`src/rtl/lcd_fetch_seq.sv`:
```
// lcd_fetch_seq
//  Sequences screen-memory fetches for one LCD pixel row. For every character
//  cell it reads the 2-byte attribute from the Screen Base File, then the font
//  byte from one of the four font banks, and offers that byte downstream with
//  a valid/ready handshake. The physical memory bus is shared with the Z80.
//  The CPU has priority, but a fetch that has waited MAXWAIT cycles takes a
//  slot anyway and stretches the CPU clock with cpu_wait for that slot.
//
// Ports
//  mck, rin            master clock, asynchronous active-high reset
//  en, line_start      fetch enable and row-start pulse
//  prow                pixel row 0-63, latched at an accepted line_start
//  pb0..pb3, sbr       font bank bases and Screen Base File base, latched likewise
//  cpu_req, md         Z80 request pending, memory read data
//  lcd_ma, lcd_oe      fetch address and bus ownership
//  cpu_wait            Z80 clock stretch during a forced slot
//  pix_data, pix_attr  font byte and attribute flags hi[7:4] of the cell
//  pix_valid/pix_ready downstream handshake
//  busy, line_done     row in progress, 1-cycle pulse at row end
//  overrun             1-cycle pulse when line_start arrives mid-row
module lcd_fetch_seq #(
    parameter int COLS    = 108,
    parameter int RD_CYC  = 2,
    parameter int MAXWAIT = 4
) (
    input  logic        mck,
    input  logic        rin,
    input  logic        en,
    input  logic        line_start,
    input  logic [5:0]  prow,
    input  logic [12:0] pb0,
    input  logic [9:0]  pb1,
    input  logic [8:0]  pb2,
    input  logic [10:0] pb3,
    input  logic [10:0] sbr,
    input  logic        cpu_req,
    input  logic [7:0]  md,
    output logic [21:0] lcd_ma,
    output logic        lcd_oe,
    output logic        cpu_wait,
    output logic [7:0]  pix_data,
    output logic [3:0]  pix_attr,
    output logic        pix_valid,
    input  logic        pix_ready,
    output logic        busy,
    output logic        line_done,
    output logic        overrun
);

    typedef enum logic [2:0] {
        S_IDLE,
        S_ALO,
        S_AHI,
        S_FONT,
        S_OUT,
        S_DONE
    } state_t;

    localparam logic [2:0] RD_LAST  = 3'(RD_CYC - 1);
    localparam logic [4:0] WAIT_LIM = 5'(MAXWAIT);
    localparam logic [6:0] COL_LAST = 7'(COLS - 1);

    state_t      state_q, state_d;
    logic [6:0]  col_q, col_d;
    logic [2:0]  rd_q, rd_d;
    logic [3:0]  wait_q, wait_d;
    logic [10:0] sbr_q, sbr_d;
    logic [5:0]  prow_q, prow_d;
    logic [12:0] pb0_q, pb0_d;
    logic [9:0]  pb1_q, pb1_d;
    logic [8:0]  pb2_q, pb2_d;
    logic [10:0] pb3_q, pb3_d;
    logic [7:0]  attr_lo_q, attr_lo_d;
    logic [7:0]  attr_hi_q, attr_hi_d;
    logic [21:0] lcd_ma_q, lcd_ma_d;
    logic        lcd_oe_q, lcd_oe_d;
    logic        cpu_wait_q, cpu_wait_d;
    logic [7:0]  pix_data_q, pix_data_d;
    logic [3:0]  pix_attr_q, pix_attr_d;
    logic        pix_valid_q, pix_valid_d;
    logic        busy_q, busy_d;
    logic        line_done_q, line_done_d;
    logic        overrun_q, overrun_d;

    logic [10:0] sbr_src;
    logic [5:0]  prow_src;
    logic [6:0]  col_src;
    logic [7:0]  hi_src;
    logic [8:0]  code9;
    logic [21:0] alo_addr;
    logic [21:0] font_addr;
    logic        mem_enter;
    state_t      mem_next;
    logic [4:0]  wait_inc;

    function automatic logic [21:0] pick_addr(input state_t t, input logic [21:0] a_lo,
                                              input logic [21:0] a_font);
        if (t == S_FONT)
            return a_font;
        else if (t == S_AHI)
            return {a_lo[21:1], 1'b1};
        else
            return a_lo;
    endfunction

    // Addresses are computed for the slot about to be granted. In IDLE the
    // live inputs are used because the snapshot is being taken on that very
    // edge; leaving OUT means the next column; leaving AHI the high attribute
    // byte is still on md.
    always_comb begin
        sbr_src  = (state_q == S_IDLE) ? sbr  : sbr_q;
        prow_src = (state_q == S_IDLE) ? prow : prow_q;
        if (state_q == S_IDLE)
            col_src = '0;
        else if (state_q == S_OUT)
            col_src = col_q + 7'd1;
        else
            col_src = col_q;
        hi_src   = (state_q == S_AHI) ? md : attr_hi_q;
        code9    = {hi_src[0], attr_lo_q};
        alo_addr = {sbr_src, prow_src[5:3], col_src, 1'b0};
        if (hi_src[1]) begin
            if (hi_src[0])
                font_addr = {pb3_q, attr_lo_q, prow_q[2:0]};
            else
                font_addr = {pb2_q, 2'b00, attr_lo_q, prow_q[2:0]};
        end else if (code9 >= 9'h1C0) begin
            font_addr = {pb0_q, code9[5:0], prow_q[2:0]};
        end else begin
            font_addr = {pb1_q, code9, prow_q[2:0]};
        end
    end

    always_comb begin
        state_d     = state_q;
        col_d       = col_q;
        rd_d        = rd_q;
        wait_d      = wait_q;
        sbr_d       = sbr_q;
        prow_d      = prow_q;
        pb0_d       = pb0_q;
        pb1_d       = pb1_q;
        pb2_d       = pb2_q;
        pb3_d       = pb3_q;
        attr_lo_d   = attr_lo_q;
        attr_hi_d   = attr_hi_q;
        lcd_ma_d    = lcd_ma_q;
        lcd_oe_d    = lcd_oe_q;
        cpu_wait_d  = cpu_wait_q;
        pix_data_d  = pix_data_q;
        pix_attr_d  = pix_attr_q;
        pix_valid_d = pix_valid_q;
        line_done_d = 1'b0;
        overrun_d   = line_start && en && (state_q != S_IDLE);
        mem_enter   = 1'b0;
        mem_next    = state_q;
        // Cycles waited including the current one.
        wait_inc    = {1'b0, wait_q} + 5'd1;

        case (state_q)
            S_IDLE: begin
                if (line_start && en) begin
                    sbr_d     = sbr;
                    prow_d    = prow;
                    pb0_d     = pb0;
                    pb1_d     = pb1;
                    pb2_d     = pb2;
                    pb3_d     = pb3;
                    col_d     = '0;
                    mem_enter = 1'b1;
                    mem_next  = S_ALO;
                end
            end

            S_ALO, S_AHI, S_FONT: begin
                if (lcd_oe_q) begin
                    // A granted slot runs to completion regardless of cpu_req.
                    if (rd_q == RD_LAST) begin
                        lcd_oe_d   = 1'b0;
                        cpu_wait_d = 1'b0;
                        rd_d       = '0;
                        case (state_q)
                            S_ALO: begin
                                attr_lo_d = md;
                                mem_enter = 1'b1;
                                mem_next  = S_AHI;
                            end
                            S_AHI: begin
                                attr_hi_d = md;
                                mem_enter = 1'b1;
                                mem_next  = S_FONT;
                            end
                            default: begin
                                pix_data_d  = md;
                                pix_attr_d  = attr_hi_q[7:4];
                                pix_valid_d = 1'b1;
                                state_d     = S_OUT;
                            end
                        endcase
                    end else begin
                        rd_d = rd_q + 3'd1;
                    end
                end else if (!cpu_req || wait_inc >= WAIT_LIM) begin
                    // Forced only if the CPU still wants the bus.
                    lcd_oe_d   = 1'b1;
                    cpu_wait_d = cpu_req;
                    wait_d     = '0;
                    rd_d       = '0;
                    lcd_ma_d   = pick_addr(state_q, alo_addr, font_addr);
                end else begin
                    // Grant is forced on reaching the limit, so the counter
                    // never has to hold more than MAXWAIT-1.
                    wait_d = wait_inc[3:0];
                end
            end

            S_OUT: begin
                if (pix_ready) begin
                    pix_valid_d = 1'b0;
                    if (col_q == COL_LAST) begin
                        state_d     = S_DONE;
                        line_done_d = 1'b1;
                    end else begin
                        col_d     = col_q + 7'd1;
                        mem_enter = 1'b1;
                        mem_next  = S_ALO;
                    end
                end
            end

            S_DONE: state_d = S_IDLE;

            default: state_d = S_IDLE;
        endcase

        // Entering a memory state: the bus is taken straight away when the
        // CPU is idle, otherwise the state starts in the waiting phase.
        if (mem_enter) begin
            state_d = mem_next;
            wait_d  = '0;
            rd_d    = '0;
            if (!cpu_req) begin
                lcd_oe_d   = 1'b1;
                cpu_wait_d = 1'b0;
                lcd_ma_d   = pick_addr(mem_next, alo_addr, font_addr);
            end
        end

        busy_d = (state_d != S_IDLE);
    end

    always_ff @(posedge mck or posedge rin) begin
        if (rin) begin
            state_q     <= S_IDLE;
            col_q       <= '0;
            rd_q        <= '0;
            wait_q      <= '0;
            sbr_q       <= '0;
            prow_q      <= '0;
            pb0_q       <= '0;
            pb1_q       <= '0;
            pb2_q       <= '0;
            pb3_q       <= '0;
            attr_lo_q   <= '0;
            attr_hi_q   <= '0;
            lcd_ma_q    <= '0;
            lcd_oe_q    <= 1'b0;
            cpu_wait_q  <= 1'b0;
            pix_data_q  <= '0;
            pix_attr_q  <= '0;
            pix_valid_q <= 1'b0;
            busy_q      <= 1'b0;
            line_done_q <= 1'b0;
            overrun_q   <= 1'b0;
        end else begin
            state_q     <= state_d;
            col_q       <= col_d;
            rd_q        <= rd_d;
            wait_q      <= wait_d;
            sbr_q       <= sbr_d;
            prow_q      <= prow_d;
            pb0_q       <= pb0_d;
            pb1_q       <= pb1_d;
            pb2_q       <= pb2_d;
            pb3_q       <= pb3_d;
            attr_lo_q   <= attr_lo_d;
            attr_hi_q   <= attr_hi_d;
            lcd_ma_q    <= lcd_ma_d;
            lcd_oe_q    <= lcd_oe_d;
            cpu_wait_q  <= cpu_wait_d;
            pix_data_q  <= pix_data_d;
            pix_attr_q  <= pix_attr_d;
            pix_valid_q <= pix_valid_d;
            busy_q      <= busy_d;
            line_done_q <= line_done_d;
            overrun_q   <= overrun_d;
        end
    end

    assign lcd_ma    = lcd_ma_q;
    assign lcd_oe    = lcd_oe_q;
    assign cpu_wait  = cpu_wait_q;
    assign pix_data  = pix_data_q;
    assign pix_attr  = pix_attr_q;
    assign pix_valid = pix_valid_q;
    assign busy      = busy_q;
    assign line_done = line_done_q;
    assign overrun   = overrun_q;

endmodule

```
`config.mk`:
```
export PLATFORM = sky130hd
export DESIGN_NAME = lcd_fetch_seq
export DESIGN_NICKNAME = d
export VERILOG_FILES = /design/src/rtl/lcd_fetch_seq.sv
export SDC_FILE = /design/constraint.sdc
export NUM_CORES = 1
export LEC_CHECK = 0
export ABC_AREA = 1
export BUFFER_PORTS_ARGS = -buffer_cell sky130_fd_sc_hd__buf_2
export CORE_MARGIN = 2
export CORE_UTILIZATION = 54
export CTS_BUF_LIST = sky130_fd_sc_hd__clkbuf_4 sky130_fd_sc_hd__clkbuf_8 sky130_fd_sc_hd__clkbuf_16
export DETAILED_ROUTE_END_ITERATION = 12
export PLACE_DENSITY = 0.77
export SLEW_MARGIN = 25
export SYNTH_ARGS = -nofsm -noshare
export SYNTH_HDL_FRONTEND = slang
export SYNTH_SLANG_ARGS = --single-unit
export TNS_END_PERCENT = 20
```
`constraint.sdc`:
```
create_clock -name mck -period 11.95 [get_ports mck]
set_input_delay 1.195 -clock mck [delete_from_list [all_inputs] [get_ports mck]]
set_output_delay 1.195 -clock mck [all_outputs]
set_load 0.02 [all_outputs]
```
==> results of run 1 <==
==> per-stage QoR <==
| step | area (um2) | power [mW] |
|---|---|---|
| floorplan | 6840 | 1.52 |
| global placement | 7500 | 1.77 |
| detailed placement | 7500 | 1.79 |
| CTS | 8120 | 2.35 |
| global route | 8130 | 2.53 |
| finish | 8130 | 2.36 |
==> how the worst min path moves through the flow <==
stage                       end  slack, ps  cells after the start
global route           sbr_q[4]        500                      2
CTS                    sbr_q[9]        480                      2
global placement       sbr_q[7]        460                      2
floorplan             prow_q[5]        450                      2
detailed placement     sbr_q[9]        470                      2
finish              pix_data[5]        480                      2
==> Yosys cell counts (all sizes together) <==
library cell / n
a21oi: 35
a22oi: 1
a32o: 1
and2: 1
buf: 15
clkbuf: 15
clkinv: 1
dfrtp: 131
ha: 4
inv: 92
mux2: 47
nand2: 233
nand3: 78
nand4: 8
nor2: 82
nor3: 2
nor4: 1
o211ai: 3
o21ai: 81
o21bai: 1
o22ai: 1
o311ai: 1
o31ai: 3
or2: 6
xnor2: 1
xor2: 1
==> state kept, by name, summed over array words and instances (netlist names) <==
name and flops:
pix_valid 1, lcd_ma 22, pix_attr 4, attr_lo_q 8, pb1_q 10, busy 1, pb2_q 9, overrun 1
lcd_oe 1, line_done 1, sbr_q 11, pb0_q 13, cpu_wait 1, attr_hi_q 6, rd_q 3, wait_q 4
pix_data 8, col_q 7, state_q 3, prow_q 6, pb3_q 11
==> layout by cell type, fill, tap and decap left out, drive strengths merged, types with 8 or more instances in the layout <==
cell type    n
nand2      233
clkbuf      21
buf        116
nand3       78
o21ai       81
a21oi       35
mux2        47
dfrtp      131
inv         93
nand4        8
nor2        82
==> tightest hold or removal path, stage by stage, from the launching register on <==
cell and delay (ps):
dfrtp_1 340, nand2_1 50, o21ai_0 60
==> layer usage <==
layer | up-vias | track usage [%]
met5 | - | 0
met4 | 0 | 12.2
met3 | 46 | 6.59
met2 | 268 | 37.9
met1 | 2834 | 39.8
li1 | 2946 | -
==> layout make-up <==
class / instances / area, um2
Multi-Input combinational cell: 591 / 3060
Tap cell: 172 / 215
Clock buffer: 21 / 474
Timing Repair Buffer: 116 / 592
Sequential cell: 131 / 3280
Inverter: 93 / 352
Fill cell: 1106 / 4390
Clock inverter: 11 / 151
==> cells by family after synthesis <==
kind of cell               count (synthesis)  synth area share (%)
AOI/OAI and AO/OA                        127                  10.3
adders and majority gates                  4                 0.731
and+or+nand+nor                          411                  25.7
xor gates and xnor gates                   2                 0.256
DFF                                      131                  47.9
muxes                                     47                  7.73
buffers and inverters                    123                  7.31
==> where the power goes <==
part	switching (mW)	internal, mW
Sequential	0.140	0.651
Clock	0.199	0.347
Combinational	0.665	0.357
==> impl_results.md, run 1 <==
* Status: finished clean
* Fin crit share at 31.3%
* Fin util at approximately two thirds
* Tmin final at 3730 ps
* Largest cells by area after synthesis: dfrtp_1 (48%), nand2_1 (12%), mux2_2 (7.7%)
* Unrepaired setup endpoints after global routing: false
* Most used cell, CP: nor2_4
* Yosys cell types at 40
* Seq/Total Area, Yosys at 47.9%
* Cell Chain, Critical Path: inv_2 -> nand2_2 -> nor2_4 -> nand3_4 -> nand2_4 -> nor2_4 -> nor2_4 -> nand3_1 -> nand2_1 -> inv_1
* Initial core utilization at 54.7%
* Critical path endpoint: lcd_ma[18]
* Postcts setup bufs at 0
* Startpoint Class: flop
* Final wirelength at 17.4 mm
* DRC Markers at 0
* Mapped Cells at 845
* Worst hold slack at 483 ps
* Fin worst setup slack at 8220 ps
* Clk slew on worst S/H paths at 60 ps
* CP arrival at 4050 ps
* Placement Setup Slack at 8320 ps
* Reg2Reg Setup Slack at 8220 ps
* Pre-Repair DR Iteration Count at 8
* Mean post-synth cell area at 8.10 um2
* R2r worst-path depth at 10
* Critical path class: reg2reg
* CTS H-tree lvls at 4
* Io pins at between 100 and 150
* Setup TNS at 0 ps
* Gr usage total at 27.1%
* Relative slew slack at a little over a third
* Critical path peak fanout at 81
* Worst r2r src: state_q[0]
* CP Depth at 10
* Clock buffer depth at 2
* Crit path launch: state_q[0]
* Share of the synthesized area in the top cell type at 47.9%
* Area growth from synthesis to layout at 18.8%
* WL met1 at 7.93 mm
* WL met3 at 1.35 mm
* Insertion delay to the later sink of the worst-skew pair at 430 ps
* PortBufs at 113
* Vias in the first global route at 5571
* P_leak at 4.11 nW
* Worst-Margin Slew at 975 ps
* Hold Startpoint: pix_data[5]
* Via count at 6094
* Mapped cell area at 0.00684 mm2
* CTS buffer count at 17
* Worst VDD drop at 0.136 mV
* First-pass GRT wire length at ~28 mm
* Core ar. at 0.0125 mm2
* HPWL Detailed at 12.1 mm
* Cell family with most CP delay: simple AND/OR/NAND/NOR gates
* Fmax achieved at 268 MHz
* Routed Antenna Nets at 0
* Die width at 117 um
* R2r endpoint: lcd_ma[18]
* ANT cells at 0
* Seq cells post-synth at roughly 130
* Top Layer Used: met4
* Cell row count at 41
* WL met2 at 7.64 mm
* Largest net degree at the start of global routing at 82
* Hold_buf cts at 0
* PwrDens at 290 mW/mm2
* Global route overflow at 0
* Max Cap Viol at 0
* Fraction of layout cells with a size suffix above 1 at 24.0%
* WP data required at 12270 ps
* WL/cell at 15.4 um
* Starting DRT DRC Count at 611
* RD Place Congestion at 0.931
* Initial antenna violation count at 0
* Clk_skew at 10.1 ps
* Largest area contributor in the netlist: dfrtp_1
* WP buf/inv at 2
* Die area at about 0.014 mm2
* Critical path's slowest cell: nand3_4
* Final hold vios at 0
* Chip height at ~120 um
* Post-Place Cells at 1103
* Fin. max-slew vios at 0
* Yosys warning total at 0
* Final Setup Violations at 0
* Max incr delay on CP at just under 900 ps
* Syn Nets at roughly 920
* Worst Setup End Kind: flop
* Root buffer cell: clkbuf_16
* CTS resizes at 0
* TritonCTS clock tree: yes
* Number of clock sinks at 131
* DR vias/cell at between 5 and 6
* Min-delay worst type: reg2reg
* Nets at 1028
* Finished Layout Cells at 1135
No activity file was read; power rests on OpenSTA's default activity.
==> run 2, diff against run 1 <==
--- a/config.mk
+++ b/config.mk
@@ -8,10 +8,10 @@
 export ABC_AREA = 1
 export BUFFER_PORTS_ARGS = -buffer_cell sky130_fd_sc_hd__buf_2
 export CORE_MARGIN = 2
-export CORE_UTILIZATION = 54
+export CORE_UTILIZATION = 51
 export CTS_BUF_LIST = sky130_fd_sc_hd__clkbuf_4 sky130_fd_sc_hd__clkbuf_8 sky130_fd_sc_hd__clkbuf_16
 export DETAILED_ROUTE_END_ITERATION = 12
-export PLACE_DENSITY = 0.77
+export PLACE_DENSITY = 0.76
 export SLEW_MARGIN = 25
 export SYNTH_ARGS = -nofsm -noshare
 export SYNTH_HDL_FRONTEND = slang
==> constraint.sdc (replaced) <==
create_clock -name mck -period 3.4 [get_ports mck]
set_input_delay 0.34 -clock mck [delete_from_list [all_inputs] [get_ports mck]]
set_output_delay 0.34 -clock mck [all_outputs]
set_load 0.02 [all_outputs]
==> impl_results.md, run 2 (synthesis results as in run 1) <==
* Status: finished clean
* Die area at 0.0144 mm2
* Max incr delay on CP at 510 ps
* PwrDens at between 1000 and 1500 mW/mm2
* Postcts setup bufs at 0
* DR vias/cell at 5.32
* Max FFs per register at 22
* Most frequent cells in the layout: nand2_1 (227), dfrtp_1 (131), buf_2 (113), inv_1 (85), o21ai_0 (77)
* Cell row count at between 40 and 50
* WL/cell at 15.7 um
* Critical path peak fanout at 29
* Min-delay worst type: in2async
* Global route overflow at 0
* Tmin final at 2580 ps
* Fin. max-slew vios at 0
* TritonCTS clock tree: yes
* Worst-Margin Slew at 924 ps
* R2r endpoint: lcd_ma[6]
* Nets at 1032
* Starting DRT DRC Count at 608
* P_leak at 4.15 nW
* Worst Setup End Kind: flop
* Root buffer cell: clkbuf_16
* Area growth from synthesis to layout at 20.2%
* Cell Chain, Critical Path: inv_2 -> nand2_2 -> nor2_4 -> nand3_4 -> nand2_4 -> nor2_4 -> nor2_4 -> nand2_1 -> nor2_1 -> nor2_1
* Worst VDD drop at 0.524 mV
* WP data required at around 3700 ps
* Unrepaired setup endpoints after global routing: false
* Gr usage total at 26.1%
* ANT cells at 0
* Die width at 120 um
* PortBufs at approximately 110
* Critical path class: reg2reg
* Max Cap Viol at 0
* Startpoint Class: flop
* Critical path's slowest cell: nor2_4
* Worst r2r src: state_q[0]
* Pre-Repair DR Iteration Count at 5
* CTS resizes at 0
* Clk_skew at 6.90 ps
* Final Setup Violations at 0
* Core ar. at ~0.013 mm2
* Fmax achieved at 387 MHz
* HPWL Detailed at roughly 13 mm
* Via count at between 6k and 7k
* WP buf/inv at 1
* Total power at 8.45 mW
* Worst hold slack at ~100 ps
* Placement Setup Slack at 865 ps
* Vias in the first global route at 5604
* Most used cell, CP: nor2_4
* Largest net degree at the start of global routing at 54
* Reg2Reg Setup Slack at about 820 ps
* First-pass GRT wire length at 29.0 mm
* Io pins at 114
* Clock buffer depth at 2
* Hold_buf cts at 0
* Initial core utilization at 51.9%
* Insertion delay to the later sink of the worst-skew pair at 420 ps
* Relative slew slack at 38.3%
* Clk slew on worst S/H paths at 60 ps
* Fraction of layout cells with a size suffix above 1 at 24.3%
* CTS H-tree lvls at 4
* Final hold vios at 0
* Most common cell after layout, fill and taps aside: nand2_1
* CP Depth at 10
* Number of clock sinks at about 130
* R2r worst-path depth at 10
* CTS buffer count at 17
* Cell family with most CP delay: simple AND/OR/NAND/NOR gates
* CP arrival at 2890 ps
* DRC Markers at 0
* Initial antenna violation count at 0
* Final wirelength at 17.9 mm
* Routed Antenna Nets at 0
* Fin crit share at 76.0%
* Setup TNS at 0 ps
* Fin worst setup slack at slightly above 800 ps
* RD Place Congestion at 0.897
* Chip height at 120 um
==> run 2: cell count changes in the layout (fill, tap and decap cells not counted), sizes merged <==
cell    previous run  this run
buf              116       120
bufinv             3         5
clkbuf            21        20
clkinv             4         5
inv               93        91
==> run 2: cell type report <==
type / instances / area, um2
clock buffers: 20 / 460
clock inverters: 12 / 204
fillers: 1165 / 4970
inverters: 93 / 353
multi-input cells: 591 / 3060
flip-flops and latches: 131 / 3280
well taps: 176 / 220
repair buffers: 120 / 643
==> run 2: how the worst max path moves through the flow <==
stage                    to       start  slack, ps
3_3_place_gp     lcd_ma[21]  state_q[0]        940
3_5_place_dp      lcd_ma[6]  state_q[0]        870
2_1_floorplan  attr_hi_q[0]         rin       1440
5_1_grt           lcd_ma[7]  state_q[0]        580
6_report          lcd_ma[6]  state_q[0]        820
4_1_cts          lcd_ma[21]  state_q[0]        840
==> run 2: metal layers <==
| layer | vias up | GRT usage [%] | wire length (um) |
|---|---|---|---|
| met3 | 27 | 6.04 | 1030 |
| met2 | 236 | 38.0 | 8040 |
| li1 | 2958 | - | - |
| met5 | - | 0 | 0 |
| met4 | 0 | 9.26 | 412 |
| met1 | 2858 | 38.4 | 8400 |
==> run 2: report_power, final <==
group | total (mW) | internal [mW] | switching, mW
sequential | 2.79 | 2.29 | 0.503
combinational | 3.62 | 1.27 | 2.35
clock | 2.04 | 1.35 | 0.689
==> run 2: stage by stage <==
stage               cell area, um2  util, %  cells
CTS                           8220     62.3   1143
detailed placement            7560     57.3   1111
global route                  8220     62.3   1143
floorplan                     6850        -    845
finish                        8220     62.3   1143
global placement              7560     57.3   1111
